**config.mk**
```make
export PLATFORM = sky130hd
export DESIGN_NAME = perm_arbiter
export DESIGN_NICKNAME = d
export VERILOG_FILES = /design/src/rtl/perm_pkg.sv /design/src/rtl/rr_arbiter.sv /design/src/rtl/perm_arbiter.sv
export SDC_FILE = /design/constraint.sdc
export NUM_CORES = 1
export LEC_CHECK = 0
export ABC_AREA = 1
export BUFFER_PORTS_ARGS = -buffer_cell sky130_fd_sc_hd__buf_4
export CORE_AREA = 2 2 49 51
export CTS_BUF_LIST = sky130_fd_sc_hd__clkbuf_4 sky130_fd_sc_hd__clkbuf_8
export DETAILED_ROUTE_END_ITERATION = 10
export DIE_AREA = 0 0 51 53
export GPL_ROUTABILITY_DRIVEN = 1
export GPL_TIMING_DRIVEN = 0
export HOLD_SLACK_MARGIN = 0.03
export MAX_ROUTING_LAYER = met4
export PLACE_DENSITY = 0.78
export SYNTH_ARGS = -nofsm -noshare
export SYNTH_HDL_FRONTEND = slang
export SYNTH_HIERARCHICAL = 1
export SYNTH_SLANG_ARGS = --single-unit
```
**constraint.sdc**
```tcl
create_clock -name clk -period 1.6 [get_ports clk]
set_input_delay 0.24 -clock clk [delete_from_list [all_inputs] [get_ports clk]]
set_output_delay 0.24 -clock clk [all_outputs]
set_load 0.02 [all_outputs]
```
**src/rtl/perm_pkg.sv**
```systemverilog
// perm_pkg: shared constants and FSM state type for the Keccak permutation scheduler
package perm_pkg;
  localparam int NROUNDS = 24;
  localparam int ROUNDS_PER_CYCLE = 3;
  localparam int CYCLES = NROUNDS / ROUNDS_PER_CYCLE;
  localparam int CNT_W = $clog2(CYCLES);
  localparam int TAG_W_DEFAULT = 8;
  typedef enum logic [1:0] {IDLE, BUSY, HOLD} state_t;
endpackage

```
**src/rtl/rr_arbiter.sv**
```systemverilog
// rr_arbiter: one-hot grant search, round-robin from i_ptr+1 or fixed priority under PERM_ARB_FIXED_PRIO_EN
module rr_arbiter #(
  parameter int NREQ = 2
) (
  input  logic [NREQ-1:0]         i_req,
  input  logic [$clog2(NREQ)-1:0] i_ptr,
  output logic [NREQ-1:0]         o_grant,
  output logic [$clog2(NREQ)-1:0] o_idx,
  output logic                    o_any
);
  localparam int SW = $clog2(NREQ);
  function automatic int wrap(input int a);
    return a % NREQ;
  endfunction
`ifdef PERM_ARB_FIXED_PRIO_EN
  // lowest valid index wins; scanning downwards leaves the lowest one last
  always_comb begin
    o_any = 1'b0;
    o_idx = '0;
    for (int k = NREQ - 1; k >= 0; k--) begin
      if (i_req[k]) begin
        o_any = 1'b1;
        o_idx = SW'(k);
      end
    end
    o_grant = o_any ? (NREQ'(1) << o_idx) : '0;
  end
`else
  // first valid requester after the previous winner, wrapping around
  always_comb begin
    o_any = 1'b0;
    o_idx = '0;
    for (int k = 1; k <= NREQ; k++) begin
      if (!o_any && i_req[wrap(int'(i_ptr) + k)]) begin
        o_any = 1'b1;
        o_idx = SW'(wrap(int'(i_ptr) + k));
      end
    end
    o_grant = o_any ? (NREQ'(1) << o_idx) : '0;
  end
`endif
endmodule

```
**src/rtl/perm_arbiter.sv**
```systemverilog
// perm_arbiter: shares one 3-rounds-per-cycle Keccak-f[1600] core between NREQ channels; PERM_ARB_FIXED_PRIO_EN selects fixed priority
module perm_arbiter
  import perm_pkg::*;
#(
  parameter int NREQ  = 2,
  parameter int TAG_W = TAG_W_DEFAULT
) (
  input  logic                    clk,
  input  logic                    reset,
  input  logic [NREQ-1:0]         i_req_valid,
  input  logic [NREQ*TAG_W-1:0]   i_req_tag,
  output logic [NREQ-1:0]         o_req_ready,
  output logic                    o_core_load,
  output logic [$clog2(NREQ)-1:0] o_core_sel,
  output logic                    o_core_run,
  output logic [4:0]              o_core_round,
  output logic [NREQ-1:0]         o_resp_valid,
  input  logic [NREQ-1:0]         i_resp_ready,
  output logic [TAG_W-1:0]        o_resp_tag,
  output logic                    o_busy
);
  localparam int SW = $clog2(NREQ);
  if (CYCLES * ROUNDS_PER_CYCLE != NROUNDS) begin : g_bad_rounds
    $error("NROUNDS must be a multiple of ROUNDS_PER_CYCLE");
  end
  if (NREQ < 2 || NREQ > 8) begin : g_bad_nreq
    $error("NREQ must be in 2..8");
  end
  state_t           r_state;
  logic [CNT_W-1:0] r_cnt;
  logic [SW-1:0]    r_owner;
  logic [TAG_W-1:0] r_tag;
  logic [NREQ-1:0]  w_grant;
  logic [SW-1:0]    w_win;
  logic [SW-1:0]    w_ptr;
  logic             w_any;
  logic             w_resp_hs;
  logic             w_req_hs;
`ifdef PERM_ARB_FIXED_PRIO_EN
  assign w_ptr = '0;
`else
  logic [SW-1:0] r_last;
  assign w_ptr = r_last;
  // the pointer only moves when a grant is actually taken
  always_ff @(posedge clk or posedge reset) begin
    if (reset) r_last <= SW'(NREQ - 1);
    else if (w_req_hs) r_last <= w_win;
  end
`endif
  rr_arbiter #(.NREQ(NREQ)) u_arb (
    .i_req  (i_req_valid),
    .i_ptr  (w_ptr),
    .o_grant(w_grant),
    .o_idx  (w_win),
    .o_any  (w_any)
  );
  // a new job may load when idle, or when the held result is taken this same cycle
  assign w_resp_hs   = (r_state == HOLD) && i_resp_ready[r_owner];
  assign w_req_hs    = !reset && ((r_state == IDLE) || w_resp_hs) && w_any;
  assign o_req_ready  = w_req_hs ? w_grant : '0;
  assign o_core_load  = w_req_hs;
  assign o_core_run   = w_req_hs || (r_state == BUSY);
  assign o_core_sel   = w_req_hs ? w_win : (r_state == IDLE ? '0 : r_owner);
  assign o_core_round = (r_state == BUSY) ? 5'(ROUNDS_PER_CYCLE * int'(r_cnt)) : 5'd0;
  assign o_resp_valid = (r_state == HOLD) ? (NREQ'(1) << r_owner) : '0;
  assign o_resp_tag   = (r_state == HOLD) ? r_tag : '0;
  assign o_busy       = (r_state != IDLE);
  // job FSM: load, CYCLES-1 recirculation cycles, then hold the result until accepted
  always_ff @(posedge clk or posedge reset) begin
    if (reset) begin
      r_state <= IDLE;
      r_cnt   <= '0;
      r_owner <= '0;
      r_tag   <= '0;
    end else if (w_req_hs) begin
      r_state <= BUSY;
      r_cnt   <= CNT_W'(1);
      r_owner <= w_win;
      r_tag   <= i_req_tag[w_win*TAG_W +: TAG_W];
    end else if (r_state == BUSY) begin
      r_cnt <= r_cnt + CNT_W'(1);
      if (r_cnt == CNT_W'(CYCLES - 1)) r_state <= HOLD;
    end else if (w_resp_hs) begin
      r_state <= IDLE;
    end
  end
endmodule

```
* After elaboration in Yosys (flattened, before gate mapping)
Index checks and enable logic that the tools add are counted.
Widths: inputs -> output; s select.
** Word-level totals
- Register bits :: 15
- Latch bits :: 0
- Memory bits (writable) :: 0
- Memory bits (read-only) :: 0
- Bits of input ports :: 22
- Output and inout bits :: 21
- Memories kept :: 0
** Cells by class
- $add $sub $neg :: 3
- Multiply operators :: 1
- Div/mod/pow operators :: 0
- $lt $le $gt $ge :: 3
- Eq/ne operators :: 4
- Shift-type cells :: 3
- Mux-type cells :: 25
- Bitwise gates (word level) :: 2
- Reductions and logical operators :: 13
** Operators by type and width (count)
- $shiftx 16x5->8 :: 1
- $mux 1 :: 14
- $mux 2 :: 7
- $mux 8 :: 1
- $lt 2x3->1 const B :: 2
- $mux 3 :: 2
- $mul 2x3->5 const A :: 1
- $mux 5 :: 1
- $logic_and 1x1->1 :: 4
- $reduce_bool 2->1 :: 2
- $shl 1x1->2 const A :: 2
- $add 3x1->3 const B :: 1
- $eq 3x3->1 const B :: 1
- $ne 3x2->1 const B :: 1
- $reduce_bool 3->1 :: 1
- $add 1x1->1 const B :: 2
- $and 1x1->1 const A :: 2
- $eq 2x1->1 const B :: 1
- $eq 2x2->1 const B :: 1
- $logic_not 1->1 :: 2
- $logic_not 2->1 :: 1
- $logic_or 1x1->1 :: 2
- $lt 1x2->1 const B :: 1
- $reduce_and 2->1 :: 1

* Depth between registers and ports, before layout
Gate-level depths: netlist of run 1.
- Depth after elaboration :: 12
- Depth in mapped cells :: 9

* Modules after synthesis
The synthesis of run 1 kept the hierarchy.
** Modules (own cells, without submodules)
- perm_arbiter :: times used 1, cells each 121, area an instance 979.7 um^2, sequential area each 376.6 um^2
- rr_arbiter :: times used 1, cells each 7, area an instance 30.0 um^2, sequential area each 0.0 um^2

* Worst setup path after synthesis of run 1
No wires, ideal clock.
- Path type :: input to output
- Start :: in reset
- End :: out o_core_sel
- Data arrival time :: 1.410 ns
- Data required time :: 1.360 ns
- Setup slack :: -0.050 ns
- Stages on the path :: 6
- Cells stage by stage :: inv_1 -> nand2_1 -> inv_1 -> nand2_8 -> buf_8 -> o21ai_1
** On the way
- Word-level cells in the longest chain between the ends :: 4
** Ends and longest elaborated chain
- from (decl) :: RTL line perm_arbiter.sv:9 : input logic reset,
- $logic_not 1->1 (no line)
- $logic_and 1x1->1 (2 in series) :: RTL line perm_arbiter.sv:59 : assign w_req_hs = !reset && ((r_state == IDLE) || w_resp_hs) && w_any;
- $mux 1 :: RTL line perm_arbiter.sv:63 : assign o_core_sel = w_req_hs ? w_win : (r_state == IDLE ? '0 : r_owner);
- to (decl) :: RTL line perm_arbiter.sv:14 : output logic [$clog2(NREQ)-1:0] o_core_sel,
No other way between the ends.

* Worst setup path after layout of run 1
- Start :: reg r_cnt[1]
- End :: out o_core_round[3]
** On the way
- Word-level cells in the longest chain between the ends :: 2
** Ends and longest elaborated chain
- from (decl) :: RTL line perm_arbiter.sv:30 : logic [CNT_W-1:0] r_cnt;
- from (signal assigned) :: RTL line perm_arbiter.sv:81 : r_cnt <= r_cnt + CNT_W'(1);
- $mul 2x3->5 :: RTL line perm_arbiter.sv:64 : assign o_core_round = (r_state == BUSY) ? 5'(ROUNDS_PER_CYCLE * int'(r_cnt)) : 5'd0;
- $mux 5 :: RTL line perm_arbiter.sv:64
- to (decl) :: RTL line perm_arbiter.sv:16 : output logic [4:0] o_core_round,
No other way between the ends.

==> results.yml, run 1 <==
place:
  dp_hpwl_mm: 1.75
  routabilityCongestion: 0.713
  dpl.cell_count: 198
  portBuffers: 42
  placed_cell_area_mm2: 0.00136
  dp_slack_ns: -0.105
synthesis:
  yosysWarnings: 6
  avgSynthCellArea_um2: 7.89
  syn_nets: 154
  ys_ff_latch: 15
  ys_seq_area_frac: 0.373
  synthCells: 128
  netlist_area_mm2: 0.00101
  yosysUniqueCellTypes: 24
sta:
  worst_pin_slew_ns: 0.641
  max_freq_mhz: 533
  rsz0062_at_grt: "true"
  max_slew_margin: 0.571
  fin_tns_setup_ns: -1.00
  fin_ws_ns: -0.278
  fin_crit_sh: 1.17
  final_max_slew_viol_count: 0
  period_minus_slack_ns: 1.88
  clock_skew_ns: 0.00204
  hold_viol_final: 0
  finalSetupViolations: 7
  whs_ns: 0.260
hold_path:
  hold_path.class: "input port to register"
finish:
  drive_above_1_share: 0.545
  final_util: 0.764
  final_area_mm2: 0.00164
  area_growth_pct: 62.5
  final_common_cell: "buf_4"
  final_nets: 218
  final_cell_mix: "50 x buf_4, 26 x nand2_1, 21 x inv_1"
  antennaDiodeCount: 0
  fin_cells: 219
  num-fill-cells: 169
drt:
  remaining_drc_errors: 0
  vias: 1019
  first_pass_iters: 4
  drt_iter0_drc: 22
  wl_mm: 2.73
  via_per_inst: 4.65
  ant_nets: 0
  avgRoutedWirePerCell_um: 12.5
power:
  seqPwrFrac: 0.526
  p_leak_nw: 0.883
  netSwitchingPower_mw: 0.187
  p_int_mw: 0.581
  swShare: 0.244
  p_comb_frac: 0.180
  power.share.clock: 0.295
  p_total_mw: 0.768
  powerDensity_mw_per_mm2: 468
  peakVddDrop_uv: 471
global_route:
  grt_start_max_net_pins: 15
  gr-total-overflow: 0
  antenna_found_initial: 0
  grt_pass1_wl_mm: 4.28
  grt_usage: 0.222
  grt_pass1_vias: 1018
floorplanning:
  initial_core_util: 0.470
  die_x_um: 51
  fp.dieArea_mm2: 0.00270
  die_h_um: 53
  std_cell_rows: 17
  pin_count: 43
  core_area_mm2: 0.00215
worst_setup_path:
  worstSetupPathType: "register to primary output"
  cp_data_required_time_ns: 1.36
  worstPathMaxFanout: 3
  crit_path_start_kind: "register"
  cp_data_arrival_time_ns: 1.64
  rrSetupSlack_ns: 0.22
  crit_path_end_kind: "primary output"
cts:
  cts-root-buf: "clkbuf_4"
  cts_made_buffers: 3
  cts_sinks: 15
  cts_max_path_buffers: 2
  h-tree-depth: 1
  clk_pin_slew_worst_paths_ns: 0.09
  insertion_delay_ns: 0.27
  cts_tree: "yes"
outcome:
  status: "finished with violations"
  violations: "negative setup slack"
run:
  maxCapViolCount: 0
[critical path: stages, from the launching register on]
cell and delay [ns]:
dfrtp_1 0.38, ha_2 0.20, inv_2 0.04, fa_2 0.35, xor2_2 0.16, nor2_1 0.09, buf_4 0.14
[power by group through the flow]
stage	clock, mW	combinational [mW]	sequential (mW)
4_1_cts	0.231	0.137	0.403
3_3_place_gp	0	0.116	0.410
2_1_floorplan	0	0.0678	0.409
3_5_place_dp	0	0.121	0.411
5_1_grt	0.253	0.153	0.406
6_report	0.226	0.138	0.404
[registers in the layout (all words and copies together), names as in the netlist]
name,flops
r_tag,8
r_cnt,3
r_state,2
r_last,1
r_owner,1
[final cells by class]
type                            count  area (µm²)  area share
Buffer                              3        37.5      0.0229
Multi-Input combinational cell     81         562       0.342
Sequential cell                    15         379       0.231
Inverter                           29         123      0.0748
Tap cell                           28        35.0      0.0214
Timing Repair Buffer               59         474       0.289
Clock buffer                        4        30.0      0.0183
[cells in the mapped netlist (all sizes together)]
master,count,area share
nand2,32,0.15
inv,28,0.10
nor2,17,0.066
dfrtp,14,0.35
o21ai,14,0.10
mux2i,8,0.079
a21oi,3,0.015
ha,3,0.037
buf,2,0.026
clkbuf,1,0.0050
clkinv,1,0.0037
dfstp,1,0.026
fa,1,0.020
nand3,1,0.0050
o211ai,1,0.0074
xor2,1,0.0087
[final timing paths]
path / start / to / cells past startpoint
max: r_cnt[1] / o_core_round[3] / 6
min: i_req_tag[9] / r_tag[1] / 3
max reg2reg: r_state[0] / r_tag[3] / 8
min reg2reg: r_tag[7] / r_tag[7] / 2
max in group asynchronous: reset / r_cnt[2] / 3
min in group asynchronous: reset / r_last / 3
[cells by family (layout without fill, tap and decap cells)]
logic type,after synthesis,count (layout),synth area share
simple gates,50,50,0.218
buf+inv,32,95,0.139
compound gates,18,18,0.125
flops,15,15,0.373
mux,8,8,0.0793
fa+ha+maj,4,4,0.0570
xor+xnor,1,1,0.00868
[per-layer routing]
layer / track usage / share of wire / vias to the layer above
li1: - / - / 512
met1: 0.248 / 0.40 / 474
met2: 0.416 / 0.55 / 27
met3: 0.0169 / 0.034 / 6
met4: 0.0811 / 0.018 / 0
met5: - / 0 / -
[timing repair]
item,4_1_cts,5_1_grt
hold buffers,2,0
pin swaps,3,2
resized for setup,22,18
endpoints found under the setup margin,18,18
buffers inserted,14,4
hold endpoints to repair,14,0
(Power assumes the default switching activity.)
==> run 2, diff against run 1 <==
--- a/config.mk
+++ b/config.mk
@@ -5,7 +5,7 @@
 export SDC_FILE = /design/constraint.sdc
 export NUM_CORES = 1
 export LEC_CHECK = 0
-export ABC_AREA = 1
+export ABC_AREA = 0
 export BUFFER_PORTS_ARGS = -buffer_cell sky130_fd_sc_hd__buf_4
 export CORE_AREA = 2 2 49 51
 export CTS_BUF_LIST = sky130_fd_sc_hd__clkbuf_4 sky130_fd_sc_hd__clkbuf_8
==> run 2 against run 1 <==
Compared with the run above: the flow still finishes with violations (negative setup slack); wire length shrank 11%; synthesized cell count shrank 26%; critical path type unchanged; total power grew to 3.1 times the previous value; via count shrank 13%; clock skew grew 0.0042 ns; combinational power grew to 11 times the previous value; clock power shrank 4%; utilization shrank 3.4 points; global-route usage shrank 2.3 points; die area is the same; clock-buffer cell count shrank 1.
==> results.yml, run 2 <==
floorplanning:
  die_h_um: 53
  die_x_um: 51
  core_area_mm2: 0.00215
  fp.dieArea_mm2: 0.00270
  pin_count: 43
  initial_core_util: 0.464
  std_cell_rows: 17
cts:
  insertion_delay_ns: 0.28
  cts_made_buffers: 3
  cts_max_path_buffers: 2
  cts_sinks: 15
  cts-root-buf: "clkbuf_4"
  clk_pin_slew_worst_paths_ns: 0.10
  h-tree-depth: 1
  ctsHoldBuffers: 0
  cts_tree: "yes"
place:
  routabilityCongestion: 0.723
  placed_cell_area_mm2: 0.00136
  portBuffers: 42
  dp_hpwl_mm: 1.66
synthesis:
  yosysWarnings: 6
  synth.most_common_cell: "mux2_2"
  synth_top_area_share: 0.352
  async_flop_share: 1.00
  synth-edff-count: 0
  synth_area_leaders: "dfrtp_1 35%, mux2_2 18%, and2_1 8.2%"
  synthCells: 95
  synth_commonest_cells: "16 x mux2_2, 14 x dfrtp_1, 13 x and2_1"
  netlist_area_um2: 996
  syn_nets: 121
  yosysUniqueCellTypes: 30
  ys_seq_area_frac: 0.378
  synthFlopType: "dfrtp_1"
  synth_area_leader_cell: "dfrtp_1"
  ys_ff_latch: 15
  avgSynthCellArea_um2: 10.5
worst_setup_path:
  cp-startpoint: "r_cnt[0]"
  crit_slowest_cell: "dfrtp_1"
  crit_path_start_kind: "register"
  worstSetupPathType: "register to primary output"
  crit_path_end_kind: "primary output"
  slowest_delay_ns: 0.38
  cp_data_arrival_time_ns: 1.64
  worstPathMaxFanout: 3
  path_cells: "ha_2 -> inv_2 -> fa_2 -> xor2_2 -> nor2_2 -> buf_6"
  rrSetupSlack_ns: -0.01
  cp_data_required_time_ns: 1.36
  r2r_start: "r_state[0]"
drt:
  first_pass_iters: 5
  via_per_inst: 4.97
  m1WireLength_um: 942
  wl_mm: 2.43
  wl_met2_mm: 1.33
  drt_iter0_drc: 10
  avgRoutedWirePerCell_um: 13.6
  route.top_layer_used: "met4"
  ant_nets: 0
  vias: 889
  remaining_drc_errors: 0
  dr_wl_met3_um: 127
sta:
  finalSetupViolations: 9
  fin_ws_ns: -0.281
  max_slew_margin: 0.609
  fin_tns_setup_ns: -1.80
  rsz0062_at_grt: "true"
  fin_crit_sh: 1.18
  final_max_slew_viol_count: 0
  clock_skew_ns: 0.00621
  hold_viol_final: 0
  max_freq_mhz: 532
  worst_pin_slew_ns: 0.586
  period_minus_slack_ns: 1.88
power:
  p_comb_frac: 0.608
  netSwitchingPower_mw: 0.943
  seqPwrFrac: 0.301
  powerDensity_mw_per_mm2: 1520
  peakVddDrop_uv: 926
  power.share.clock: 0.091
  p_total_mw: 2.38
  p_leak_nw: 0.761
  p_int_mw: 1.43
  swShare: 0.397
global_route:
  grt_pass1_wl_mm: 3.91
  grt_usage: 0.199
  grt_start_max_net_pins: 16
  antenna_found_initial: 0
  gr-total-overflow: 0
  grt_pass1_vias: 915
finish:
  final_common_cell: "buf_4"
  multi_input_area_um2: 644
  largest_register_ff_count: 8
  largest_registers: "r_tag: 8 flops, r_cnt: 3 flops, r_state: 2 flops"
  final_area_mm2: 0.00157
  final_cell_mix: "41 x buf_4, 16 x mux2_2, 11 x and2_1, 11 x buf_6, 11 x dfrtp_1"
  final_nets: 178
  num-fill-cells: 158
  largest_register: "r_tag"
  drive_above_1_share: 0.649
  seq_area_um2: 380
  antennaDiodeCount: 0
  area_growth_pct: 57.4
hold_path:
  hold_path.class: "input port to asynchronous set/reset pin"
outcome:
  violations: "negative setup slack"
  status: "finished with violations"
run:
  maxCapViolCount: 0
[run 2: metrics by stage]
stage / std cells / utilization / hold slack (ns) / setup slack (ns)
final: 179 / 0.730 / 0.0346 / -0.281
after CTS: 179 / 0.713 / 0.0473 / -0.282
after floorplan: 95 / - / 0.141 / -0.0661
after detailed placement: 165 / 0.632 / 0.355 / -0.261
after global placement: 165 / 0.632 / 0.357 / -0.240
after global routing: 179 / 0.730 / 0.0741 / -0.352
[run 2: cells by family (layout without fill, tap and decap cells)]
kind of cell | Yosys count | count (layout) | share of synthesized area
compound gates | 13 | 13 | 0.0993
xor+xnor | 1 | 1 | 0.00880
fa+ha+maj | 4 | 4 | 0.0578
buf+inv | 10 | 65 | 0.0490
flops | 15 | 15 | 0.378
mux | 18 | 18 | 0.206
simple gates | 34 | 35 | 0.201
[run 2: path summary, 6_finish.rpt]
check	end	cells past startpoint
worst max register to register	r_tag[3]	4
min in group clk	r_state[1]	4
max in group asynchronous	r_state[0]	2
worst min register to register	r_tag[5]	1
worst max-delay path	o_core_round[3]	6
worst min-delay path	r_tag[1]	2
[run 2: worst max-delay path: cells and delay by family (launching register included)]
kind | cells | cell delay (ns)
flops | 1 | 0.38
simple gates | 1 | 0.09
xor+xnor | 1 | 0.16
buf+inv | 2 | 0.17
fa+ha+maj | 2 | 0.56
[run 2: routing by layer]
metal | GRT usage | vias to the layer above
li1 | - | 431
met1 | 0.217 | 423
met2 | 0.387 | 31
met3 | 0.0226 | 4
met4 | 0.0405 | 0
met5 | - | -
[run 2: final cells by class]
cell class,count,area share
Buffer,2,0.0144
Tap cell,28,0.0223
Multi-Input combinational cell,71,0.411
Sequential cell,15,0.243
Clock buffer,3,0.0144
Clock inverter,1,0.00319
Timing Repair Buffer,52,0.275
Inverter,7,0.0168
[run 2: power by group through the flow]
stage / sequential (mW) / clock, mW / combinational [mW]
floorplan: 0.653 / 0 / 0.826
global placement: 0.675 / 0 / 1.17
detailed placement: 0.686 / 0 / 1.20
CTS: 0.703 / 0.220 / 1.38
global route: 0.743 / 0.245 / 1.57
finish: 0.714 / 0.216 / 1.45
[run 2: timing repair]
| item | in CTS | in global routing |
|---|---|---|
| cloned | 1 | 0 |
| resized for setup | 21 | 8 |
| pin swaps | 3 | 3 |
| buffers inserted | 11 | 0 |
| setup endpoints to repair | 30 | 27 |
==> run 3, diff against run 2 <==
--- a/config.mk
+++ b/config.mk
@@ -7,6 +7,7 @@
 export LEC_CHECK = 0
 export ABC_AREA = 0
 export BUFFER_PORTS_ARGS = -buffer_cell sky130_fd_sc_hd__buf_4
+export CAP_MARGIN = 20
 export CORE_AREA = 2 2 49 51
 export CTS_BUF_LIST = sky130_fd_sc_hd__clkbuf_4 sky130_fd_sc_hd__clkbuf_8
 export DETAILED_ROUTE_END_ITERATION = 10
==> constraint.sdc (replaced) <==
create_clock -name clk -period 1.6 [get_ports clk]
set_input_delay 0.24 -clock clk [delete_from_list [all_inputs] [get_ports clk]]
set_output_delay 0.24 -clock clk [all_outputs]
set_load 0.05 [all_outputs]
==> run 3 against run 2 <==
Compared with the run above: design area up 13%; combinational power up 58%; highest routed layer unchanged; flip-flop and latch count unchanged; the run still ends with negative setup slack left.
==> results.yml, run 3 (synthesis gave the netlist of run 2 again) <==
global_route:
  grt_usage: 0.235
  grt_start_max_net_pins: 16
  antenna_found_initial: 0
  gr-total-overflow: 0
  grt_pass1_vias: 957
  grt_pass1_wl_mm: 4.43
worst_setup_path:
  slowest_delay_ns: 0.44
  crit_slowest_cell: "dfrtp_2"
  worstSetupPathType: "register to primary output"
  cp_data_required_time_ns: 1.36
  path_cells: "or3b_4 -> a21oi_4 -> buf_12 -> a32o_2 -> buf_8"
  worst-r2r-cell-count: 5
  path_buf_inv: 2
  timing.rr.end: "r_tag[3]"
  cp_data_arrival_time_ns: 1.73
  cp_top_family: "flip-flops"
  r2r_start: "r_state[0]"
  cp-startpoint: "r_state[0]"
  crit_path_start_kind: "register"
  rrSetupSlack_ns: -0.12
  worstPathMaxFanout: 7
  crit_path_end_kind: "primary output"
cts:
  cts_max_path_buffers: 2
  ctsHoldBuffers: 0
  h-tree-depth: 1
  cts_tree: "yes"
  cts_made_buffers: 3
  cts_sinks: 15
  clk_pin_slew_worst_paths_ns: 0.11
  cts-root-buf: "clkbuf_4"
  insertion_delay_ns: 0.29
sta:
  finalSetupViolations: 26
  final_max_slew_viol_count: 0
  clock_skew_ns: 0.00134
  rsz0062_at_grt: "true"
  period_minus_slack_ns: 1.97
  max_slew_margin: 0.600
  max_freq_mhz: 507
  worst_pin_slew_ns: 0.600
  fin_tns_setup_ns: -4.25
  hold_viol_final: 0
  whs_ns: 0.0279
  fin_ws_ns: -0.372
  fin_crit_sh: 1.23
floorplanning:
  initial_core_util: 0.464
  pin_count: 43
  std_cell_rows: 17
  fp.dieArea_mm2: 0.00270
  die_h_um: 53
  die_x_um: 51
  core_area_mm2: 0.00215
finish:
  num-fill-cells: 113
  seq_area_um2: 380
  area_growth_pct: 78.5
  antennaDiodeCount: 0
  final_nets: 184
  largest_register_ff_count: 8
  fin_cells: 185
  final_common_cell: "buf_4"
  largest_registers: "r_tag: 8 flops, r_cnt: 3 flops, r_state: 2 flops"
  multi_input_area_um2: 681
  drive_above_1_share: 0.752
  final_cell_mix: "32 x buf_4, 17 x buf_8, 16 x mux2_2"
  largest_register: "r_tag"
  final_util: 0.828
drt:
  remaining_drc_errors: 0
  ant_nets: 0
  via_per_inst: 5.15
  first_pass_iters: 4
  drt_iter0_drc: 13
  avgRoutedWirePerCell_um: 16.4
  vias: 953
  wl_mm: 3.03
power:
  peakVddDrop_uv: 1280
  p_total_mw: 3.26
  powerDensity_mw_per_mm2: 1830
  p_leak_nw: 0.841
outcome:
  violations: "negative setup slack"
  status: "finished with violations"
place:
  dpl.cell_count: 165
  portBuffers: 42
  routabilityCongestion: 0.716
  dp_hpwl_mm: 1.79
hold_path:
  hold_path.class: "input port to asynchronous set/reset pin"
run:
  maxCapViolCount: 0
-- run 3: metrics by stage --
stage	cell area (µm²)	worst slack [ns]
final	1780	-0.372
after global routing	1780	-0.413
after CTS	1630	-0.359
after detailed placement	1390	-0.331
after global placement	1390	-0.303
after floorplan	1040	-0.219
-- run 3: area by class of cell --
| class | count | share of cell area |
|---|---|---|
| buffer | 2 | 0.0155 |
| clock buffer | 3 | 0.0127 |
| timing repair buffer | 58 | 0.338 |
| multi-input combinational | 71 | 0.383 |
| sequential | 15 | 0.214 |
| inverter | 7 | 0.0148 |
| tap | 28 | 0.0197 |
| clock inverter | 1 | 0.00281 |
-- run 3: where the power goes --
group | switching (mW) | leakage (nW) | internal (mW)
logic | 1.17 | 0.649 | 1.12
clock network | 0.144 | 0.0177 | 0.0929
registers | 0.157 | 0.174 | 0.571
-- run 3: repair_timing --
item / 4_1_cts / 5_1_grt
resized for setup: 43 / 31
buffers inserted: 9 / 8
pin swaps: 4 / 5
gates cloned: 1 / 0
endpoints found under the setup margin: 30 / 30
-- run 3: how the worst max path moves through the flow --
| stage | endpoint | slack [ns] | cells after the start |
|---|---|---|---|
| 6_report | o_core_sel | -0.37 | 5 |
| 5_1_grt | o_core_sel | -0.41 | 5 |
| 4_1_cts | o_core_round[3] | -0.36 | 6 |
| 3_5_place_dp | o_core_sel | -0.33 | 5 |
| 3_3_place_gp | o_core_sel | -0.30 | 5 |
| 2_1_floorplan | o_core_sel | -0.22 | 4 |
-- run 3: routing by layer --
| layer | track usage | wire length, µm | up-vias |
|---|---|---|---|
| met5 | - | 0 | - |
| met4 | 0.0541 | 35 | 0 |
| met3 | 0.0254 | 154 | 4 |
| met2 | 0.457 | 1710 | 37 |
| met1 | 0.256 | 1130 | 473 |
| li1 | - | - | 439 |
